### config.mk
export PLATFORM = sky130hd
export DESIGN_NAME = key_event_arb
export DESIGN_NICKNAME = d
export VERILOG_FILES = /design/src/rtl/key_event_arb.sv
export SDC_FILE = /design/constraint.sdc
export NUM_CORES = 1
export LEC_CHECK = 0
export ABC_AREA = 1
export BUFFER_PORTS_ARGS = -buffer_cell sky130_fd_sc_hd__buf_4
export CAP_MARGIN = 40
export CORE_MARGIN = 3
export CORE_UTILIZATION = 65
export CTS_BUF_LIST = sky130_fd_sc_hd__clkbuf_8
export DETAILED_ROUTE_END_ITERATION = 10
export PLACE_DENSITY_LB_ADDON = 0.08
export SYNTH_ARGS = -nofsm -noshare
export SYNTH_HDL_FRONTEND = slang
export SYNTH_SLANG_ARGS = --single-unit
### constraint.sdc
create_clock -name clk -period 10.2 [get_ports clk]
set_input_delay 0 -clock clk [delete_from_list [all_inputs] [get_ports clk]]
set_output_delay 0 -clock clk [all_outputs]
set_load 0.05 [all_outputs]
### src/rtl/key_event_arb.sv
`default_nettype none
// =============================================================================
// Module      : key_event_arb
// Description : Round-robin arbiter that queues key presses into an event FIFO
//               and counts presses lost while a key is already pending.
// Revision    : 1.0 - initial release
// =============================================================================
module key_event_arb #(
   parameter int N_KEY = 4,
   parameter int DEPTH = 4
) (
   input  logic                       clk,
   input  logic                       rst,
   input  logic [N_KEY-1:0]           key_flag,
   input  logic                       clr_ovf,
   output logic                       ev_valid,
   input  logic                       ev_ready,
   output logic [$clog2(N_KEY)-1:0]   ev_key,
   output logic [$clog2(DEPTH):0]     fifo_cnt,
   output logic                       ovf,
   output logic [7:0]                 drop_cnt
);

   localparam int c_KEY_W  = $clog2(N_KEY);
   localparam int c_ADDR_W = $clog2(DEPTH);

   logic [N_KEY-1:0]    r_pend;
   logic [c_KEY_W-1:0]  r_rr_ptr;
   logic [c_KEY_W-1:0]  r_mem [DEPTH];
   logic [c_ADDR_W-1:0] r_wr_ptr;
   logic [c_ADDR_W-1:0] r_rd_ptr;
   logic [c_ADDR_W:0]   r_cnt;
   logic                r_ovf;
   logic [7:0]          r_drop_cnt;

   logic                w_room;
   logic                w_grant;
   logic [c_KEY_W-1:0]  w_grant_idx;
   logic [c_KEY_W:0]    w_scan;
   logic [N_KEY-1:0]    w_grant_oh;
   logic                w_pop;
   logic [N_KEY-1:0]    w_drop;
   logic [c_KEY_W:0]    w_drop_num;
   logic [7:0]          w_drop_base;
   logic [8:0]          w_drop_sum;
   logic [7:0]          w_drop_next;
   logic [c_KEY_W-1:0]  w_rr_next;

   // Full is judged on the occupancy at the start of the cycle, so a
   // simultaneous pop never lets a grant through.
   assign w_room = (r_cnt != (c_ADDR_W+1)'(DEPTH));

   // Scan offsets high to low so the smallest offset from r_rr_ptr wins.
   always_comb begin
      w_grant     = 1'b0;
      w_grant_idx = '0;
      w_scan      = '0;
      if (w_room) begin
         for (int o = N_KEY-1; o >= 0; o--) begin
            w_scan = {1'b0, r_rr_ptr} + (c_KEY_W+1)'(o);
            if (w_scan >= (c_KEY_W+1)'(N_KEY)) begin
               w_scan = w_scan - (c_KEY_W+1)'(N_KEY);
            end
            if (r_pend[w_scan[c_KEY_W-1:0]]) begin
               w_grant     = 1'b1;
               w_grant_idx = w_scan[c_KEY_W-1:0];
            end
         end
      end
   end

   assign w_grant_oh = w_grant ? ({{(N_KEY-1){1'b0}}, 1'b1} << w_grant_idx) : '0;
   assign w_rr_next  = (w_grant_idx == c_KEY_W'(N_KEY-1)) ? '0 : w_grant_idx + c_KEY_W'(1);
   assign w_pop      = (r_cnt != '0) && ev_ready;

   assign w_drop = key_flag & r_pend & ~w_grant_oh;

   always_comb begin
      w_drop_num = '0;
      for (int i = 0; i < N_KEY; i++) begin
         w_drop_num = w_drop_num + (c_KEY_W+1)'(w_drop[i]);
      end
   end

   assign w_drop_base = clr_ovf ? 8'd0 : r_drop_cnt;
   assign w_drop_sum  = {1'b0, w_drop_base} + 9'(w_drop_num);
   assign w_drop_next = w_drop_sum[8] ? 8'hFF : w_drop_sum[7:0];

   always_ff @(posedge clk) begin
      if (rst) begin
         r_pend     <= '0;
         r_rr_ptr   <= '0;
         r_wr_ptr   <= '0;
         r_rd_ptr   <= '0;
         r_cnt      <= '0;
         r_ovf      <= 1'b0;
         r_drop_cnt <= '0;
         for (int i = 0; i < DEPTH; i++) begin
            r_mem[i] <= '0;
         end
      end else begin
         r_pend <= (r_pend & ~w_grant_oh) | key_flag;
         if (w_grant) begin
            r_mem[r_wr_ptr] <= w_grant_idx;
            r_wr_ptr        <= r_wr_ptr + c_ADDR_W'(1);
            r_rr_ptr        <= w_rr_next;
         end
         if (w_pop) begin
            r_rd_ptr <= r_rd_ptr + c_ADDR_W'(1);
         end
         case ({w_grant, w_pop})
            2'b10:   r_cnt <= r_cnt + (c_ADDR_W+1)'(1);
            2'b01:   r_cnt <= r_cnt - (c_ADDR_W+1)'(1);
            default: r_cnt <= r_cnt;
         endcase
         r_ovf      <= (r_ovf & ~clr_ovf) | (|w_drop);
         r_drop_cnt <= w_drop_next;
      end
   end

   assign ev_valid = (r_cnt != '0);
   assign ev_key   = r_mem[r_rd_ptr];
   assign fifo_cnt = r_cnt;
   assign ovf      = r_ovf;
   assign drop_cnt = r_drop_cnt;

endmodule
`default_nettype wire

# Word-level counts from Yosys, hierarchy flattened
# Memory sizes are Yosys's and may differ from the RTL's. A register that Yosys moved wholly into a read port is not among the register bits.
# Index checks and enable logic that the tools add are counted.
[op_classes]
reduce_logical = 5
order_cmp = 8
bitwise_logic = 8
mux = 41
n_addsub = 16
eq_ne = 4
shift = 1
[ops]
columns = ["op", "n"]
rows = [
  ["$mux W2", 18],
  ["$mux W8", 2],
  ["$mux W1", 15],
  ["$and A4 B4 Y4", 3],
  ["$lt A2 B3 Y1 const B", 4],
  ["$add A8 B3 Y9", 1],
  ["$ge A3 B3 Y1 const B", 3],
  ["$bmux W1 S2", 4],
  ["$sub A2 B1 Y2 const B", 4],
  ["$add A2 B1 Y2 const B", 3],
  ["$add A2 B2 Y3 const B", 2],
  ["$pmux W3 S2", 1],
  ["$eq A2 B2 Y1 const B", 2],
  ["$mux W4", 1],
  ["$not A4 Y4", 1],
  ["$or A4 B4 Y4", 1],
  ["$reduce_or A4 Y1", 1],
  ["$shl A1 B2 Y4 const A", 1],
  ["$add A2 B1 Y3", 1],
  ["$add A2 B1 Y3 const B", 1],
  ["$add A3 B1 Y3", 1],
  ["$add A3 B1 Y3 const B", 1],
  ["$ge A2 B3 Y1 const B", 1],
  ["$ne A3 B3 Y1 const B", 1],
  ["other kinds (10)", 10],
]
[totals]
ff_bits = 22
mem_count = 1
inputBits = 8
wordCells = 91
ramBits = 8
output_inout_bits = 15
[memory_table]
columns = ["memory", "words", "word_bits", "read_ports", "rd_clocked_by_memory_dff", "write_ports", "line_no", "text"]
rows = [
  ["r_mem", 4, 2, 1, 1, 4, "29", "logic [c_KEY_W-1:0] r_mem [DEPTH];"],
]

# Depth between registers and ports, before layout
[depth]
word_depth = 20
ltp_mapped = 31
mapped_depth_nobuf = 30

# Worst setup path after synthesis
# No wires, ideal clock.
[synth_timing]
kind = "reg2reg"
start = "register r_cnt[0], in the netlist fifo_cnt[0]"
end = "register r_drop_cnt[5], in the netlist drop_cnt[5]"
period_less_slack_ps = 3564
arrival_time_ps = 3509
required_ps = 10144
path_stages_with_launch = 22
setup_slack_ps = 6636
setup_time_ps = 56
path_buffers = 0
cell_sequence = "dfxtp_1 -> inv_1 -> nand3_4 -> nand2_2 -> inv_2 -> ha_1 -> inv_1 -> o21ai_2 -> inv_2 -> nand2_2 -> inv_2 -> fa_1 -> inv_1 -> fa_1 -> inv_1 -> fa_1 -> nand3_1 -> nor3_2 -> nand3_2 -> nand3_1 -> nand2_1 -> inv_1"
[synth_between]
elab_chain_cells = 11
elab_cells_between_ends = 12
classes_between = "4 x add/sub; 1 x eq/ne; 1 x shift; 4 x mux; 2 x bitwise"
[synth_lines]
columns = ["element", "line_no", "text"]
rows = [
  ["start: declaration", "32", "logic [c_ADDR_W:0] r_cnt;"],
  ["start signal: assignment", "112", "2'b10: r_cnt <= r_cnt + (c_ADDR_W+1)'(1);"],
  ["start signal: assignment", "113", "2'b01: r_cnt <= r_cnt - (c_ADDR_W+1)'(1);"],
  ["start signal: assignment", "114", "default: r_cnt <= r_cnt;"],
  ["$ne A3 B3 Y1 (*)", "51", "assign w_room = (r_cnt != (c_ADDR_W+1)'(DEPTH));"],
  ["$mux W2", "58", "if (w_room) begin"],
  ["$shl A1 B2 Y4", "72", "assign w_grant_oh = w_grant ? ({{(N_KEY-1){1'b0}}, 1'b1} << w_grant_idx) : '0;"],
  ["$mux W4 (*)", "72", ""],
  ["$not A4 Y4 (*)", "76", "assign w_drop = key_flag & r_pend & ~w_grant_oh;"],
  ["$and A4 B4 Y4 (*)", "76", ""],
  ["$add A1 B1 Y2", "81", "w_drop_num = w_drop_num + (c_KEY_W+1)'(w_drop[i]);"],
  ["$add A2 B1 Y3", "81", ""],
  ["$add A3 B1 Y3 (*)", "81", ""],
  ["$add A8 B3 Y9 (*)", "86", "assign w_drop_sum = {1'b0, w_drop_base} + 9'(w_drop_num);"],
  ["$mux W8 (*)", "87", "assign w_drop_next = w_drop_sum[8] ? 8'hFF : w_drop_sum[7:0];"],
  ["end signal: assignment", "117", "r_drop_cnt <= w_drop_next;"],
  ["end: declaration", "34", "logic [7:0] r_drop_cnt;"],
]
# Every way passes the cells marked *; elsewhere a longest branch is shown, timed or not.
# A chain may end at the register's enable or synchronous reset.

# Worst setup path after layout
[layout_timing]
start = "register r_rr_ptr[0]"
end = "register r_drop_cnt[4], in the netlist drop_cnt[4]"
[layout_between]
elab_chain_cells = 20
elab_cells_between_ends = 46
classes_between = "11 x add/sub; 4 x order compare; 1 x shift; 28 x mux; 2 x bitwise"
[layout_lines]
columns = ["element", "line_no", "text"]
rows = [
  ["start: declaration", "28", "logic [c_KEY_W-1:0] r_rr_ptr;"],
  ["start signal: assignment", "106", "r_rr_ptr <= w_rr_next;"],
  ["$add A2 B2 Y3", "60", "w_scan = {1'b0, r_rr_ptr} + (c_KEY_W+1)'(o);"],
  ["$ge A3 B3 Y1 / $sub A2 B1 Y2 (equally long branches)", "61, 62", ""],
  ["$mux W2", "61", "if (w_scan >= (c_KEY_W+1)'(N_KEY)) begin"],
  ["$mux W2", "58", ""],
  ["$bmux W1 S2", "64", "if (r_pend[w_scan[c_KEY_W-1:0]]) begin"],
  ["$mux W1 (implied by the code)", "64", ""],
  ["$mux W2 (4 in series)", "64", ""],
  ["$mux W2", "58", ""],
  ["$shl A1 B2 Y4", "72", ""],
  ["$mux W4 (*)", "72", ""],
  ["$not A4 Y4 (*)", "76", ""],
  ["$and A4 B4 Y4 (*)", "76", ""],
  ["$add A1 B1 Y2", "81", ""],
  ["$add A2 B1 Y3", "81", ""],
  ["$add A3 B1 Y3 (*)", "81", ""],
  ["$add A8 B3 Y9 (*)", "86", ""],
  ["$mux W8 (*)", "87", ""],
]
# Every way passes the cells marked *; elsewhere a longest branch is shown, timed or not. The select of a mux whose other input is x is not followed.

==> results by stage <==
Run status:
- The run finished with clean final reports.

STA:
- Setup repair after global routing left no endpoint under its margin.
- The number of endpoints with negative hold slack in the final report was 0.
- Setup violations remaining at the end of the flow were counted as 0.
- For the pin with the worst max-slew slack, the measured transition is about 0.51 ns.
- Across the routed clock network, the largest skew measured is around 0.007 ns.
- The final max-slew violation count is 0.
- Derived from the worst setup path, the maximum achievable clock frequency is between 0.2 and 0.25 GHz.
- Setup total negative slack on the finished layout was measured at 0 ns.
- The remaining max-slew budget at the tightest pin is between 60% and 70%.
- The worst path uses 40.6% of the clock period.
- The worst hold slack across all endpoints is ~0.019 ns.
- The final critical delay including setup and external delays is around 4.1 ns.

Synth:
- The synthesized area divided by synthesized cell count is just under 8 sq um.
- Of the synthesized area, sequential elements account for between 30% and 40%.
- The netlist uses 36 different library cells.
- The total standard cell area after synthesis is just under 2000 sq um.
- The synthesized design contains 8 enable-type register cells.
- Counting every instance in the synthesized netlist gives roughly 250.
- The number of nets handed over by synthesis was ~270.
- Among all flip-flop cells after synthesis, the most frequent one is dfxtp_1.
- The flop and latch count out of synthesis is 32.
- The post-synthesis async set-or-reset flop share is 0%.
- During synthesis, Yosys emitted a total of 0 warnings.
- Ranked by total cell area, the synthesized netlist is headed by dfxtp_1 (25%), edfxtp_1 (12%), nand2_1 (9.0%), inv_1 (8.3%), ha_1 (4.5%).
- The cell type with the highest aggregate area in the netlist is dfxtp_1.
- Summed over its instances, the top area cell type makes up 24.6% of the synthesized netlist area.

Setup path:
- The type of origin of the critical path is a flop.
- The required time of the worst setup path is 10.41 ns.
- Along the worst path, the maximum fanout reaches 10.
- The endpoint class of the critical path is a flop.
- The stage delay of the slowest cell on the critical path is about 0.61 ns.
- The data arrival time at the worst-slack endpoint is ~4.3 ns.
- The setup path with the least slack is of type reg2reg.
- The critical-path cell with the highest stage delay is dfxtp_1.
- The most frequent cell on the critical path is nand2_2.

Clock network:
- The maximum count of clock buffers along a single path is 2.
- The number of gates resized after CTS was 0.
- The clock edge transition at the registers on the reported setup and hold paths is 0.07 ns.
- Clock latency on the worst-skew pair, taken at its later pin, is 0.29 ns.
- In this run the clock root is driven by a clkbuf_8.
- The CTS tree is built.
- In this run, CTS created clock tree buffers numbering 5.
- For this design, the sink count on the clock tree is 32.
- The clock tree synthesis step divided the H-tree into 2 levels.
- The post-CTS setup buffer count is 0.

Cells and area:
- Cells fill ~80% of the core in the end.
- The post-route netlist has between 20% and 30% of its cells at a drive strength greater than 1.
- The number of antenna diodes in the final layout is 0.
- From synthesis to final layout, the design area changed by 17.2%.
- The number of nets in the finished design is 301.

Routing:
- The detailed-routed wire length on met2 is approximately 1.9 mm.
- The highest metal layer used by the detailed router is met4.
- The total DRC errors in the routed layout is 0.
- In this run the remaining antenna-violating nets after routing total 0.
- The per-cell via count in the routed design is 5.14.
- The average wire per cell in the routed design is 11.9 microns.
- For this run, the detailed router's first-pass iteration total came to 4.
- After the first detailed-routing iteration, the DRC count stood at between 60 and 70.
- The routed design has 3.73 mm of wire.
- The detailed route wirelength on metal3 is around 140 microns.
- The met1 wire length is approximately 1.6 mm.
- The routed layout has 1615 vias.

Floorplan:
- The x dimension of the die is a little over 60 microns.
- The total area inside the core boundary comes to around 2800 sq um.
- 23 I/O pins were placed.
- The die area is approximately 3700 sq um.
- In this run the core area contains 19 standard-cell rows.
- The initial utilization of the core area, before any placement, comes to between 60% and 70%.
- From bottom edge to top edge, the die measures just over 60 microns.

Global route:
- The wire length of the first global-routing pass is ~6.2 mm.
- The initial antenna violation count was 0.
- The remaining global-route overflow is 0.
- The number of global-route vias before repair is 1523.
- Across every metal layer, demand over resource in global routing totals 22.6%.
- The maximum number of pins on one net before global-route repair is 15.

Place:
- In this run the tool buffered the top-level ports with 22 buffer cells.
- The detailed placer's ending HPWL is between 2 and 3 mm.
- The congestion estimate from routability-driven global placement came to between 0.8 and 0.9.

Flow run:
- The count of max-cap constraint violations is 0.

Power and ir drop:
- The total chip power is roughly 0.67 mW.
- The power density over the cells is between 200 and 300 nW/um^2.
- The maximum resistive drop on vdd is 232 uV.
- Summed over all cells, the static leakage comes to about 1.1 nW.

Worst hold path:
- The worst hold path belongs to the class in2reg.
==> sequential cells by signal, indices dropped and copies added, names as in the netlist, named ones only <==
signal / flops
r_pend: 4
drop_cnt: 8
fifo_cnt: 3
ovf: 1
r_mem: 8
r_rd_ptr: 2
r_wr_ptr: 2
r_rr_ptr: 2
==> synth_stat cells (2+ instances only) <==
library cell / number
ha_1: 7
nand2_2: 12
o21ai_1: 2
nand4_1: 3
edfxtp_1: 8
o22ai_1: 2
o21ai_0: 12
nand2_4: 2
fa_1: 4
inv_1: 43
dfxtp_1: 24
a21oi_1: 16
nand2_1: 47
nor2_1: 19
nand3_1: 15
nand3_2: 4
inv_2: 8
nor2_2: 5
o21ai_2: 2
==> stage by stage <==
stage          cells  cell area [sq um]  setup WS, ns
2_1_floorplan    252               1950          6.64
3_3_place_gp     302               2140          6.24
3_5_place_dp     302               2140          6.11
6_report         314               2290          6.06
5_1_grt          314               2290          5.65
4_1_cts          314               2290          6.10
==> routing by layer <==
layer,up-vias,global-route usage [%]
met5,-,0
met4,0,10.2
met1,729,25.1
met3,9,5.74
met2,28,40.5
li1,849,-
==> what timing repair did <==
item                                   in CTS  in global routing
setup endpoints to repair                   0                  0
endpoints found under the hold margin       4                  0
hold buffers                                4                  0
==> cell type report <==
cell class	instances	area (sq um)
fill	194	518
timing repair buffer	26	205
multi-input combinational	164	1010
sequential	32	721
clock inverter	3	42.5
tap	31	38.8
inverter	53	205
clock buffer	5	68.8
==> worst paths after layout <==
path	depth (start not counted)	slack [ns]	end	startpoint
hold / removal	2	0.02	drop_cnt[0]	rst
setup / recovery	25	6.06	drop_cnt[4]	r_rr_ptr[0]
hold reg to reg	1	0.48	r_rd_ptr[0]	r_rd_ptr[0]
setup reg to reg	25	6.06	drop_cnt[4]	r_rr_ptr[0]
==> logic make-up (layout without fill, tap and decap cells) <==
logic type | count (synthesis) | in the layout | share of synthesized area, %
and+or+nand+nor | 113 | 113 | 31.3
DFF | 32 | 32 | 36.9
AOI/OAI and AO/OA | 38 | 38 | 10.8
buffers and inverters | 56 | 87 | 11.5
adders and majority gates | 11 | 11 | 8.59
xor gates and xnor gates | 2 | 2 | 0.898
==> critical path: cells and delay by family, from the launching register on <==
| kind | cells | cell delay (ns) |
|---|---|---|
| compound gates | 2 | 0.36 |
| fa+ha+maj | 4 | 1.27 |
| buf+inv | 6 | 0.36 |
| flops | 1 | 0.61 |
| simple gates | 13 | 1.44 |
==> where the power goes <==
| group | internal, mW | switching [mW] |
|---|---|---|
| combinational | 0.113 | 0.245 |
| clock | 0.0722 | 0.0486 |
| sequential | 0.167 | 0.0256 |
| total | 0.353 | 0.319 |
==> cell usage in the layout, fill, tap and decap left out, drive strengths merged <==
cell,Yosys,layout
inv,52,52
buf,2,22
a211oi,1,1
o22ai,2,2
clkbuf,1,5
clkinv,1,2
fa,4,4
dlygate4sd3,0,4
clkinvlp,0,1
a21boi,1,1
ha,7,7
nand2,62,62
nor3,1,1
nor2,26,26
bufinv,0,1
edfxtp,8,8
nand3,20,20
xnor2,1,1
o21ai,16,16
xor2,1,1
a31oi,1,1
dfxtp,24,24
nand4,4,4
a21oi,17,17
Power figures use the tool's default switching activity.
